<file path="config.mk">
export PLATFORM = sky130hd
export DESIGN_NAME = pipeline_hazard_ctrl
export DESIGN_NICKNAME = d
export VERILOG_FILES = /design/src/rtl/pipeline_hazard_pkg.sv /design/src/rtl/pipeline_hazard_ctrl_src_match.sv /design/src/rtl/pipeline_hazard_ctrl.sv
export SDC_FILE = /design/constraint.sdc
export NUM_CORES = 1
export LEC_CHECK = 0
export CAP_MARGIN = 30
export CELL_PAD_IN_SITES_DETAIL_PLACEMENT = 2
export CELL_PAD_IN_SITES_GLOBAL_PLACEMENT = 2
export CORE_ASPECT_RATIO = 1.75
export CORE_MARGIN = 2
export CORE_UTILIZATION = 18
export CTS_CLUSTER_SIZE = 8
export DETAILED_ROUTE_END_ITERATION = 10
export PLACE_DENSITY_LB_ADDON = 0.1
export SLEW_MARGIN = 20
export SYNTH_ARGS = -nofsm -noshare
export SYNTH_HDL_FRONTEND = slang
export SYNTH_SLANG_ARGS = --single-unit
export TNS_END_PERCENT = 5
</file>
<file path="constraint.sdc">
create_clock -name clk -period 2.5 [get_ports clk]
set_input_delay 0.75 -clock clk [delete_from_list [all_inputs] [get_ports clk]]
set_output_delay 0.75 -clock clk [all_outputs]
set_load 0.05 [all_outputs]
</file>
<file path="src/rtl/pipeline_hazard_pkg.sv">
// Shared types and helpers for the pipeline hazard/forwarding controller.
// The tracked-entry rd field has a fixed width (HZ_RD_W). Narrower register
// addresses are zero-extended into it, so REG_AW must not exceed HZ_RD_W.
package pipeline_hazard_pkg;

  localparam int HZ_RD_W = 8;
  localparam int FWD_RF  = 0;   // forwarding select meaning "read register file"

  typedef logic [HZ_RD_W-1:0] hz_rd_t;

  typedef struct packed {
    logic   valid;
    hz_rd_t rd;
    logic   regwrite;
    logic   load;
  } hz_entry_t;

  // Width of a forwarding select that can name RF (0) or stages 1..fwd_stages.
  function automatic int sel_width(input int fwd_stages);
    return $clog2(fwd_stages + 1);
  endfunction

  // A producer only matters when it really writes a non-x0 register.
  function automatic logic is_live(input hz_entry_t e);
    return e.valid && e.regwrite && (e.rd != '0);
  endfunction

endpackage

</file>
<file path="src/rtl/pipeline_hazard_ctrl_src_match.sv">
// hazard_src_match: per-operand hazard check against the tracked pipeline.
// Index 0 of i_ents is EX (position 0); index k is post-EX stage k.
// Produces the load-use stall request and the select the operand will need
// one cycle later, when every producer has moved one position older.
module hazard_src_match
  import pipeline_hazard_pkg::*;
#(
  parameter int REG_AW     = 5,
  parameter int FWD_STAGES = 2,
  parameter int LOAD_LAT   = 1,
  parameter int FW         = sel_width(FWD_STAGES)
) (
  input  logic [REG_AW-1:0]        i_rs,
  input  logic                     i_used,
  input  hz_entry_t [FWD_STAGES:0] i_ents,
  output logic                     o_stall_req,
  output logic [FW-1:0]            o_sel_nxt
);

  hz_rd_t w_rs;
  assign w_rs = hz_rd_t'(i_rs);

  // Scan oldest to youngest so the youngest matching producer wins the select.
  always_comb begin
    o_stall_req = 1'b0;
    o_sel_nxt   = FW'(FWD_RF);
    if (i_used && (w_rs != '0)) begin
      for (int p = FWD_STAGES; p >= 0; p--) begin
        if (is_live(i_ents[p]) && (i_ents[p].rd == w_rs)) begin
          if (i_ents[p].load && (p < LOAD_LAT)) o_stall_req = 1'b1;
          o_sel_nxt = (p < FWD_STAGES) ? FW'(p + 1) : FW'(FWD_RF);
        end
      end
    end
  end

endmodule

</file>
<file path="src/rtl/pipeline_hazard_ctrl.sv">
// pipeline_hazard_ctrl: tracked-pipeline hazard and forwarding controller.
// Entry 0 is EX, entries 1..FWD_STAGES are the post-EX stages. Forwarding
// selects are registered alongside the EX entry they belong to.
// Optional statistics counters: define PIPELINE_HAZARD_CNT_EN to build them;
// otherwise stall_cnt/flush_cnt are tied to 0.
module pipeline_hazard_ctrl
  import pipeline_hazard_pkg::*;
#(
  parameter int REG_AW      = 5,
  parameter int FWD_STAGES  = 2,
  parameter int LOAD_LAT    = 1,
  parameter int FLUSH_DEPTH = 1,
  parameter int CNT_W       = 32
) (
  input  logic                             clk,
  input  logic                             reset,
  input  logic                             id_valid,
  input  logic [REG_AW-1:0]                id_rs1,
  input  logic [REG_AW-1:0]                id_rs2,
  input  logic                             id_rs1_used,
  input  logic                             id_rs2_used,
  input  logic [REG_AW-1:0]                id_rd,
  input  logic                             id_regwrite,
  input  logic                             id_memread,
  input  logic                             flush,
  output logic                             stall,
  output logic [sel_width(FWD_STAGES)-1:0] fwd_a,
  output logic [sel_width(FWD_STAGES)-1:0] fwd_b,
  output logic [CNT_W-1:0]                 stall_cnt,
  output logic [CNT_W-1:0]                 flush_cnt
);

  localparam int FW = sel_width(FWD_STAGES);

  hz_entry_t [FWD_STAGES:0] r_ent;
  logic [FW-1:0]            r_fwd_a;
  logic [FW-1:0]            r_fwd_b;

  hz_entry_t     w_id_ent;
  logic          w_req_a;
  logic          w_req_b;
  logic [FW-1:0] w_sel_a;
  logic [FW-1:0] w_sel_b;
  logic          w_stall;
  logic          w_issue;

  hazard_src_match #(
    .REG_AW(REG_AW), .FWD_STAGES(FWD_STAGES), .LOAD_LAT(LOAD_LAT), .FW(FW)
  ) u_match_a (
    .i_rs(id_rs1), .i_used(id_rs1_used), .i_ents(r_ent),
    .o_stall_req(w_req_a), .o_sel_nxt(w_sel_a)
  );

  hazard_src_match #(
    .REG_AW(REG_AW), .FWD_STAGES(FWD_STAGES), .LOAD_LAT(LOAD_LAT), .FW(FW)
  ) u_match_b (
    .i_rs(id_rs2), .i_used(id_rs2_used), .i_ents(r_ent),
    .o_stall_req(w_req_b), .o_sel_nxt(w_sel_b)
  );

  // Flush wins over stall; an empty ID slot never stalls.
  assign w_stall = id_valid && !flush && (w_req_a || w_req_b);
  assign w_issue = id_valid && !flush && !w_stall;

  // Pack the ID instruction into a tracking entry.
  always_comb begin
    w_id_ent          = '0;
    w_id_ent.valid    = 1'b1;
    w_id_ent.rd       = hz_rd_t'(id_rd);
    w_id_ent.regwrite = id_regwrite;
    w_id_ent.load     = id_memread;
  end

  // Shift the tracked pipeline, load EX, and kill the youngest entries on flush.
  always_ff @(posedge clk or posedge reset) begin
    if (reset) begin
      r_ent   <= '0;
      r_fwd_a <= '0;
      r_fwd_b <= '0;
    end else begin
      for (int k = 1; k <= FWD_STAGES; k++) begin
        if (flush && (k < FLUSH_DEPTH)) r_ent[k] <= '0;
        else                            r_ent[k] <= r_ent[k-1];
      end
      r_ent[0] <= w_issue ? w_id_ent : '0;
      r_fwd_a  <= w_issue ? w_sel_a : FW'(FWD_RF);
      r_fwd_b  <= w_issue ? w_sel_b : FW'(FWD_RF);
    end
  end

  assign stall = w_stall;
  assign fwd_a = r_fwd_a;
  assign fwd_b = r_fwd_b;

`ifdef PIPELINE_HAZARD_CNT_EN
  logic [CNT_W-1:0] r_stall_cnt;
  logic [CNT_W-1:0] r_flush_cnt;

  // Saturating event counters for the stall and flush statistics.
  always_ff @(posedge clk or posedge reset) begin
    if (reset) begin
      r_stall_cnt <= '0;
      r_flush_cnt <= '0;
    end else begin
      if (w_stall && (r_stall_cnt != '1)) r_stall_cnt <= r_stall_cnt + CNT_W'(1);
      if (flush && (r_flush_cnt != '1))   r_flush_cnt <= r_flush_cnt + CNT_W'(1);
    end
  end

  assign stall_cnt = r_stall_cnt;
  assign flush_cnt = r_flush_cnt;
`else
  assign stall_cnt = '0;
  assign flush_cnt = '0;
`endif

endmodule

</file>
### Word level (Yosys, flattened, before mapping)

Cells that the tools add are included.

* eq/ne operators: 4
* muxes and demuxes: 14
* reduce and logical (&&, ||, !) cells: 20

Operator list (count)
* $eq A8 B5 Y1: 4
* $reduce_bool A8 Y1: 4
* $mux W2: 8
* $logic_and A1 B1 Y1: 13
* $mux W11: 1
* $mux W1: 5
* $logic_not A1 Y1: 2
* $logic_or A1 B1 Y1: 1

* input bits: 23
* output and inout bits: 69
* word-level logic and storage cells: 47
* register bits after elaboration: 25

### Depth between registers and ports, before layout

Gate-level depths: netlist of the first run.

* depth in word-level cells: 10
* gate-level depth with buffers: 5

### Hierarchy

Synthesis of the first run repeated with hierarchy kept, for this count alone.

* cells, all modules: 167
* area, all modules: 1714.1 um2

Modules (own cells, without submodules)
* pipeline_hazard_ctrl: area each 1303.8 um2, seq. area each 700.7 um2, cells an instance 109, instances 1
* hazard_src_match: area each 205.2 um2, seq. area each 0.0 um2, cells an instance 29, instances 2

### Worst setup path after synthesis of the first run

Ideal clock, no wire load.

* path type: input port to output port
* from: input port id_rs2[1]
* to: output port stall
* data required time: 1.750 ns
* arrival: 1.980 ns
* path slack: -0.230 ns
* cell stages on the path: 4
* cell sequence: or4_1 > o21ai_2 > nor4_4 > o21a_1

* word-level cells in the longest chain between the ends: 6
* elaborated cells between the ends (all ways): 8
* classes of those cells: 1 x eq/ne; 2 x mux; 5 x reduce/logical

Ends and longest elaborated chain
* start: declaration: RTL line pipeline_hazard_ctrl.sv:19 `input logic [REG_AW-1:0] id_rs2,`
* $eq A8 B5 Y1: RTL line pipeline_hazard_ctrl_src_match.sv:29 `if (is_live(i_ents[p]) && (i_ents[p].rd == w_rs)) begin`
* $logic_and A1 B1 Y1: RTL line pipeline_hazard_ctrl_src_match.sv:29
* $mux W1: RTL line pipeline_hazard_ctrl_src_match.sv:29
* $mux W1 (*): RTL line pipeline_hazard_ctrl_src_match.sv:27 `if (i_used && (w_rs != '0)) begin`
* $logic_or A1 B1 Y1 (*): RTL line pipeline_hazard_ctrl.sv:62 `assign w_stall = id_valid && !flush && (w_req_a || w_req_b);`
* $logic_and A1 B1 Y1 (*): RTL line pipeline_hazard_ctrl.sv:62
* end: declaration: RTL line pipeline_hazard_ctrl.sv:26 `output logic stall,`

Mark *: on every way between the ends. The rest lies on a longest branch, timed or not.

### Worst setup path after layout of the first run

* from: input port id_rs2[4]
* to: output port stall

Same word-level chain as after synthesis.

==> results of run 1 <==
==> worst max-delay path, cell delays in order <==
cell,delay [ns]
buf_6,0.09
or4_4,0.54
o21ai_4,0.21
nor4_4,0.06
o21a_4,0.21
buf_12,0.14
==> Yosys cell counts <==
cell type / count / area (um2)
nand2b_1: 1 / 6.260
nor4_1: 2 / 12.51
nor2b_1: 1 / 6.260
dfrtp_1: 19 / 475.5
buf_4: 64 / 480.5
or3_1: 1 / 6.260
nand4_1: 2 / 12.51
or4_4: 1 / 11.26
or4_1: 3 / 22.52
nor3_1: 12 / 60.06
nand3_1: 2 / 10.01
nor4_4: 2 / 42.54
o2111a_1: 1 / 11.26
clkbuf_1: 1 / 3.750
nand2_1: 9 / 33.78
o21ai_2: 2 / 17.52
o2111ai_4: 1 / 26.28
xor2_1: 6 / 52.55
conb_1: 1 / 3.750
xnor2_1: 14 / 122.6
nor4_2: 2 / 25.02
inv_1: 1 / 3.750
o21a_1: 1 / 7.510
o211ai_1: 1 / 7.510
==> registers in the layout (all words and copies together) (netlist names) <==
| name | count |
|---|---|
| r_ent | 15 |
| fwd_b | 2 |
| fwd_a | 2 |
==> what timing repair did <==
item                       CTS  global route
buffers inserted             3             0
pin swaps                    8             4
gates resized for setup     37             6
setup endpoints to repair    1             1
==> where the power goes <==
| group | switching (uW) | internal, uW |
|---|---|---|
| registers | 9.66 | 317 |
| logic | 277 | 83.3 |
| clock network | 117 | 215 |
==> through the flow <==
| stage | cell area [um2] | setup slack, ns | power, uW |
|---|---|---|---|
| finish | 1933 | -0.2663 | 1019 |
| floorplan | 1728 | -0.1130 | 672.3 |
| global placement | 1824 | -0.6392 | 685.6 |
| global route | 1933 | -0.3059 | 1061 |
| detailed placement | 1824 | -0.6399 | 688.8 |
| CTS | 1919 | -0.2876 | 1031 |
==> final timing paths <==
path / start / endpoint / slack (ns) / cells after the start
worst min register to register: r_ent[1]$_DFF_PP0_ / r_ent[12]$_DFF_PP0_ / 0.45 / 0
worst max register to register: r_ent[2]$_DFF_PP0_ / fwd_b[1]$_DFF_PP0_ / 0.55 / 6
min in group asynchronous: reset / r_ent[17]$_DFF_PP0_ / 0.84 / 3
max in group asynchronous: reset / fwd_b[1]$_DFF_PP0_ / 1.45 / 3
worst min-delay path: r_ent[1]$_DFF_PP0_ / r_ent[12]$_DFF_PP0_ / 0.45 / 0
worst max-delay path: id_rs2[4] / stall / -0.27 / 6
==> metal layers <==
layer  GRT usage (%)  routed length, um
met4           4.245                 79
met5               0                  0
met2           19.61               2479
met3           2.037                301
met1           7.851               1147
==> cell type report <==
class                           count  share of cell area (%)
Multi-Input combinational cell    128                   40.58
Timing Repair Buffer               55                   24.66
Sequential cell                    19                   24.60
Tap cell                           90                   5.825
Clock buffer                        3                   3.884
Clock inverter                      1                  0.2589
Inverter                            1                  0.1942
==> cells by family after synthesis <==
logic type / after synthesis / share of synthesized area, %
DFF: 19 / 32.53
other: 1 / 0.2566
xor gates and xnor gates: 20 / 11.99
AOI/OAI and AO/OA: 6 / 4.795
and+or+nand+nor: 38 / 17.04
buffers and inverters: 66 / 33.39
==> impl_metrics.py, run 1 <==
metrics = {
    "place": {
        "dp.cells": 290,
        "routabilityCongestion": 0.7684,
        "numPortBuffers": 27,
        "dp_hpwl_um": 3446,
    },
    "timing": {
        "slew_headroom_pct": 66.62,
        "timing.final.crit_share_pct": 110.7,
        "period_minus_slack_ns": 2.766,
        "setup_viol": 1,
        "drv_slew": 0,
        "skew_ns": 0.002159,
        "holdWs_ns": 0.4524,
        "hold_viol": 0,
        "rsz0062_at_grt": "true",
        "setup_tns_ns": -0.2663,
        "worst_pin_slew_ns": 0.4992,
        "maxClockFrequency_mhz": 361.5,
        "setup_slack_ns": -0.2663,
    },
    "worst_setup_path": {
        "critical_path_class": "in -> out",
        "critPathCaptureType": "primary output",
        "crit_arrival_ns": 2.02,
        "crit_fanout": 2,
        "crit_path_start_kind": "input port",
        "crit_required_ns": 1.75,
    },
    "power": {
        "vdd.ir_drop.worst_mv": 0.2039,
        "power.density_mw_per_mm2": 527.0,
        "power.leakage_uw": 0.0009188,
    },
    "clock_tree": {
        "cts_max_level": 1,
        "cts_buffers": 3,
        "clkLatencyLatePin_ns": 0.25,
        "clk_path_buf_depth": 2,
        "cts.hold.buffers_added": 0,
        "cts_tree": "done",
        "cts_root_buf": "clkbuf_16",
        "path_clk_slew_ns": 0.05,
        "clock-sinks": 19,
    },
    "routing": {
        "vias": 1047,
        "wl_per_cell_um": 13.49,
        "first_pass_iters": 2,
        "wirelength_um": 4008,
        "final_antenna_net_count": 0,
        "drc": 0,
        "drt_iter0_markers": 13,
        "via_per_inst": 3.525,
    },
    "grt": {
        "antenna_found_initial": 0,
        "first_global_vias": 1128,
        "grt_use_total_pct": 9.367,
        "grt-ovfl-total": 0,
        "grt_first_pass_wirelength_um": 6023,
        "grt_max_degree": 20,
    },
    "status": {
        "status": "complete, but fails checks",
        "violations": "negative setup slack",
    },
    "layout": {
        "nNetsFinal": 231,
        "fin_cells": 297,
        "regArea_um2": 475.5,
        "finish.utilization_pct": 24.44,
        "final_common_cell": "conb_1",
        "drive_above_1_share_pct": 27.05,
        "n_antenna_cell": 0,
        "fillers": 924,
        "multi_input_area_um2": 784.5,
        "syn2layout_area_growth_pct": 32.28,
        "mostFrequentLayoutCells": "conb_1, buf_4, dfrtp_1",
    },
    "floorplanning": {
        "rows": 43,
        "die_area_mm2": 0.008884,
        "core_area_mm2": 0.007909,
        "ios": 92,
        "die_w_um": 72.11,
        "die_y_um": 123.2,
        "floorplan.initialDensity_pct": 18.48,
    },
    "synth": {
        "seq_area_frac_synth_pct": 32.53,
        "syn_area_mm2": 0.001461,
        "yosys_warnings": 0,
        "syn_inst": 150,
        "avgSynthCellArea_um2": 9.743,
        "ys_types": 24,
        "ys_ff_latch": 19,
    },
    "flow_run": {
        "cap_violations": 0,
    },
    "min_path": {
        "min-delay-path-class": "reg -> reg",
    },
}
Note: power is estimated with default switching activity, not from simulation.
==> run 2: changes to the inputs <==
Settings changed: CORE_UTILIZATION 18 to 20.
Clock period 2.5 ns to 2.8 ns, I/O delays scaled along.
==> run 2 against run 1 <==
Compared with the run above:
- the run still ends with negative setup slack left
- clock skew up 0.0024 ns
- largest cell class unchanged
- worst setup slack better by 0.11 ns
- core utilization up 2.3 points
==> impl_metrics.py, run 2 (same netlist as run 1, synthesis figures left out) <==
metrics = {
    "floorplanning": {
        "die_area_mm2": 0.008033,
        "core_area_mm2": 0.007131,
        "ios": 92,
        "floorplan.initialDensity_pct": 20.49,
        "rows": 41,
        "die_y_um": 117.1,
        "die_w_um": 68.62,
    },
    "worst_setup_path": {
        "crit_path_start_kind": "input port",
        "critPathCaptureType": "primary output",
        "reg2reg_to": "fwd_a[1]$_DFF_PP0_",
        "crit_required_ns": 1.96,
        "cp_slowest_stage_delay_ns": 0.53,
        "r2r_cells": 6,
        "reg2reg_from": "r_ent[5]$_DFF_PP0_",
        "crit_fanout": 2,
        "rrSetupSlack_ns": 0.73,
        "path_cells": "buf_6, or4_4, o21ai_4, nor4_4, o21a_4, buf_12",
        "critical_path_class": "in -> out",
        "crit_arrival_ns": 2.12,
        "crit_path_top_delay_cell": "or4_4",
    },
    "grt": {
        "grt_first_pass_wirelength_um": 6265,
        "grt-ovfl-total": 0,
        "grt_use_total_pct": 10.91,
        "first_global_vias": 1165,
        "antenna_found_initial": 0,
        "grt_max_degree": 20,
    },
    "place": {
        "pre_cts_ws_ns": -0.5409,
        "routabilityCongestion": 0.8096,
        "dp.cells": 283,
        "dp_hpwl_um": 3565,
        "numPortBuffers": 27,
    },
    "timing": {
        "rsz0062_at_grt": "true",
        "skew_ns": 0.004558,
        "worst_pin_slew_ns": 0.7455,
        "hold_viol": 0,
        "setup_slack_ns": -0.1558,
        "drv_slew": 0,
        "setup_viol": 1,
        "period_minus_slack_ns": 2.956,
        "maxClockFrequency_mhz": 338.3,
        "timing.final.crit_share_pct": 105.6,
        "slew_headroom_pct": 50.25,
        "holdWs_ns": 0.4607,
    },
    "routing": {
        "wl_per_cell_um": 14.61,
        "final_antenna_net_count": 0,
        "drc": 0,
        "first_pass_iters": 2,
        "wirelength_um": 4251,
        "drt_iter0_markers": 8,
        "vias": 1056,
        "via_per_inst": 3.629,
    },
    "layout": {
        "mostFrequentLayoutCells": "conb_1, buf_4, dfrtp_1",
        "top_register": "r_ent",
        "syn2layout_area_growth_pct": 30.48,
        "final_common_cell": "conb_1",
        "nNetsFinal": 229,
        "drive_above_1_share_pct": 25.37,
        "largest_reg_flops": 15,
        "finish.utilization_pct": 26.74,
        "fin_cells": 291,
        "n_antenna_cell": 0,
    },
    "clock_tree": {
        "clkLatencyLatePin_ns": 0.26,
        "cts.hold.buffers_added": 0,
        "clock-sinks": 19,
        "cts_max_level": 1,
        "cts_buffers": 3,
        "cts_root_buf": "clkbuf_16",
        "clk_path_buf_depth": 2,
        "cts_tree": "done",
        "path_clk_slew_ns": 0.06,
    },
    "power": {
        "power.density_mw_per_mm2": 479.7,
        "power.leakage_uw": 0.0008982,
        "vdd.ir_drop.worst_mv": 0.1773,
    },
    "min_path": {
        "holdPathStages": 0,
        "min_from": "r_ent[1]$_DFF_PP0_",
        "min-delay-path-class": "reg -> reg",
        "min_to": "r_ent[12]$_DFF_PP0_",
    },
    "status": {
        "status": "complete, but fails checks",
        "violations": "negative setup slack",
    },
    "flow_run": {
        "cap_violations": 0,
    },
}
run 2: changes by cell type in the layout (fill, tap and decap cells not counted), sizes merged:
| cell | delta |
|---|---|
| clkdlybuf4s15 | +1 |
| clkinvlp | +1 |
| buf | -3 |
| clkinv | -1 |
run 2: layout make-up:
class	count	area, um2
clock buffer	3	75.07
clock inverter	1	7.507
sequential	19	475.5
multi-input combinational	128	777.0
inverter	1	3.754
tap	86	107.6
fill	848	5224
timing repair buffer	53	460.4
run 2: worst max-delay path by stage:
stage / start / to / slack (ns)
2_1_floorplan: id_rs2[1] / stall / 0.001
4_1_cts: id_rs1[0] / stall / -0.16
3_5_place_dp: id_rs1[0] / stall / -0.54
5_1_grt: id_rs2[4] / stall / -0.19
3_3_place_gp: id_rs1[4] / stall / -0.51
6_report: id_rs2[4] / stall / -0.16
run 2: what timing repair did:
item	in CTS	in global routing
gates resized for setup	40	0
pin swaps	8	1
endpoints found under the setup margin	1	1
setup buffers	4	0
run 2: per-stage QoR:
step                      setup TNS, ns  area (um2)  power (uW)
after floorplan                       0        1720       599.7
after global placement          -0.5137        1789       606.2
after detailed placement        -0.5409        1789       609.4
after CTS                       -0.1603        1907       921.1
after global routing            -0.1893        1907       951.9
final                           -0.1558        1907       914.6
run 2: per-layer routing:
metal  track usage, %  vias up  part of all wire (%)
li1                 -      481                     -
met1            10.08      525                    29
met2            22.82       45                    65
met3           0.9560        5                   4.8
met4            4.000        0                   1.6
met5                0        -                     0
run 2: critical path: cells and delay by family:
| kind | cells | cell delay [ns] |
|---|---|---|
| and+or+nand+nor | 2 | 0.61 |
| AOI/OAI and AO/OA | 2 | 0.43 |
| buffers and inverters | 2 | 0.23 |
run 2: report_power, final:
| part | switching (uW) | total, uW | internal (uW) | leakage, uW |
|---|---|---|---|---|
| logic | 245 | 316 | 71.0 | 0.000605 |
| clock network | 112 | 305 | 193 | 0.0000371 |
| registers | 10.4 | 294 | 283 | 0.000257 |
==> run 3: changes to the inputs <==
Settings changed: CORE_MARGIN 2 to 4.
==> run 3 against run 2 <==
Compared with the run above:
- the run still ends with negative setup slack left
- fmax barely moved
- flip-flop and latch count did not move
- register-to-register slack got worse by 0.03 ns
- wire length fell by 5.4%
- global-route usage fell by 1.8 points
- sequential power barely moved
- hold slack improved by 0.0052 ns
- largest cell class unchanged
- largest power group unchanged
==> impl_metrics.py, run 3 (same netlist as run 1, synthesis figures left out) <==
metrics = {
    "timing": {
        "setup_slack_ns": -0.1558,
        "timing.final.crit_share_pct": 105.6,
        "skew_ns": 0.004714,
        "rsz0062_at_grt": "true",
        "setup_viol": 1,
        "slew_headroom_pct": 50.80,
        "hold_viol": 0,
        "drv_slew": 0,
        "period_minus_slack_ns": 2.956,
        "worst_pin_slew_ns": 0.7372,
        "maxClockFrequency_mhz": 338.3,
    },
    "layout": {
        "nNetsFinal": 225,
        "fillers": 846,
        "top_register": "r_ent",
        "mostFrequentLayoutCells": "conb_1, buf_4, dfrtp_1",
        "syn2layout_area_growth_pct": 28.42,
        "regArea_um2": 475.5,
        "final_common_cell": "conb_1",
        "drive_above_1_share_pct": 24.38,
        "largest_reg_flops": 15,
        "design_area_mm2": 0.001877,
        "n_antenna_cell": 0,
        "multi_input_area_um2": 782.0,
    },
    "power": {
        "pwr-share-clk_pct": 33.0,
        "finalPower_uw": 903.6,
        "vdd.ir_drop.worst_mv": 0.2881,
        "power.density_mw_per_mm2": 481.5,
        "seqPwrFrac_pct": 32.7,
        "swShare_pct": 39.79,
        "combPwrFrac_pct": 34.4,
        "p_sw_uw": 359.5,
        "power.leakage_uw": 0.0008866,
        "cellInternalPower_uw": 544.1,
    },
    "worst_setup_path": {
        "crit_path_top_delay_cell": "or4_4",
        "critical_path_class": "in -> out",
        "crit_fanout": 2,
        "crit_required_ns": 1.96,
        "cp_slowest_stage_delay_ns": 0.54,
        "path_cells": "buf_6, or4_4, o21ai_4, nor4_4, o21a_4, buf_12",
        "crit_path_start_kind": "input port",
        "r2r_cells": 6,
        "crit_arrival_ns": 2.12,
        "critPathCaptureType": "primary output",
    },
    "routing": {
        "drt_iter0_markers": 21,
        "dr_wl_met2_um": 2459,
        "vias": 1018,
        "wl_per_cell_um": 14.01,
        "first_pass_iters": 2,
        "wirelength_um": 4022,
        "drc": 0,
        "wl_met3_um": 246,
        "final_antenna_net_count": 0,
        "via_per_inst": 3.547,
        "highest-signal-layer": "met4",
        "met1_length_um": 1283,
    },
    "floorplanning": {
        "ios": 92,
        "floorplan.initialDensity_pct": 20.35,
        "die_area_mm2": 0.008792,
        "core_area_mm2": 0.007182,
        "rows": 41,
        "die_y_um": 121.1,
        "die_w_um": 72.62,
    },
    "clock_tree": {
        "cts_buffers": 3,
        "cts_tree": "done",
        "path_clk_slew_ns": 0.06,
        "cts_max_level": 1,
        "clock-sinks": 19,
        "cts.hold.buffers_added": 0,
        "cts_root_buf": "clkbuf_16",
        "clkLatencyLatePin_ns": 0.25,
        "clk_path_buf_depth": 2,
    },
    "place": {
        "pre_cts_ws_ns": -0.5531,
        "placed_area_mm2": 0.001759,
        "routabilityCongestion": 0.8236,
        "dp_hpwl_um": 3407,
        "numPortBuffers": 27,
    },
    "grt": {
        "grt_max_degree": 20,
        "grt_first_pass_wirelength_um": 6030,
        "grt_use_total_pct": 9.086,
        "first_global_vias": 1120,
        "antenna_found_initial": 0,
        "grt-ovfl-total": 0,
    },
    "min_path": {
        "holdPathStages": 0,
        "min-delay-path-class": "reg -> reg",
    },
    "flow_run": {
        "cap_violations": 0,
    },
    "status": {
        "status": "complete, but fails checks",
        "violations": "negative setup slack",
    },
}
[run 3: changes by cell type in the layout (fill, tap and decap cells not counted), sizes merged]
cell	change
buf	-4
clkbuf	+1
clkdlybuf4s15	-1
clkinv	+1
clkinvlp	-1
[run 3: cell type report]
type / instances / share of cell area, %
Multi-Input combinational cell: 128 / 41.67
Sequential cell: 19 / 25.33
Timing Repair Buffer: 49 / 22.80
Tap cell: 86 / 5.733
Clock buffer: 3 / 4.000
Clock inverter: 1 / 0.2667
Inverter: 1 / 0.2000
[run 3: what timing repair did]
item / 4_1_cts / 5_1_grt
setup buffers: 2 / 2
gates resized for setup: 36 / 5
cloned: 0 / 0
setup endpoints to repair: 1 / 1
pin swaps: 8 / 7
[run 3: path summary, 6_finish.rpt]
path / to / slack, ns / start
max in group asynchronous: r_ent[6]$_DFF_PP0_ / 1.32 / reset
max: stall / -0.16 / id_rs1[4]
min reg2reg: r_ent[21]$_DFF_PP0_ / 0.47 / r_ent[10]$_DFF_PP0_
min: r_ent[21]$_DFF_PP0_ / 0.47 / r_ent[10]$_DFF_PP0_
max reg2reg: fwd_a[1]$_DFF_PP0_ / 0.70 / r_ent[2]$_DFF_PP0_
min in group asynchronous: r_ent[15]$_DFF_PP0_ / 1.02 / reset
[run 3: layer usage]
metal,vias up,global-route usage (%)
met5,-,0
met1,492,8.769
met2,46,18.67
met3,4,1.990
met4,0,1.732
li1,476,-
[run 3: power groups by stage]
stage / clock [uW] / sequential (uW) / combinational (uW)
2_1_floorplan: 0 / 296 / 304
3_5_place_dp: 0 / 300 / 304
5_1_grt: 323 / 296 / 328
4_1_cts: 306 / 295 / 306
6_report: 298 / 295 / 310
3_3_place_gp: 0 / 300 / 301
[run 3: metrics by stage]
step                utilization (%)  setup TNS (ns)  hold slack (ns)  cells
finish                        26.13         -0.1558           0.4659    287
global route                  26.13         -0.1903           0.4888    287
CTS                           25.80         -0.1811           0.4726    285
detailed placement            24.49         -0.5531           0.4572    279
global placement              24.49         -0.5384           0.4520    279
floorplan                         -               0           0.4230    213
[run 3: worst max-delay path: cells and delay by family]
family          cells  cell delay, ns
compound gates      2            0.43
buf+inv             2            0.23
simple gates        2            0.60
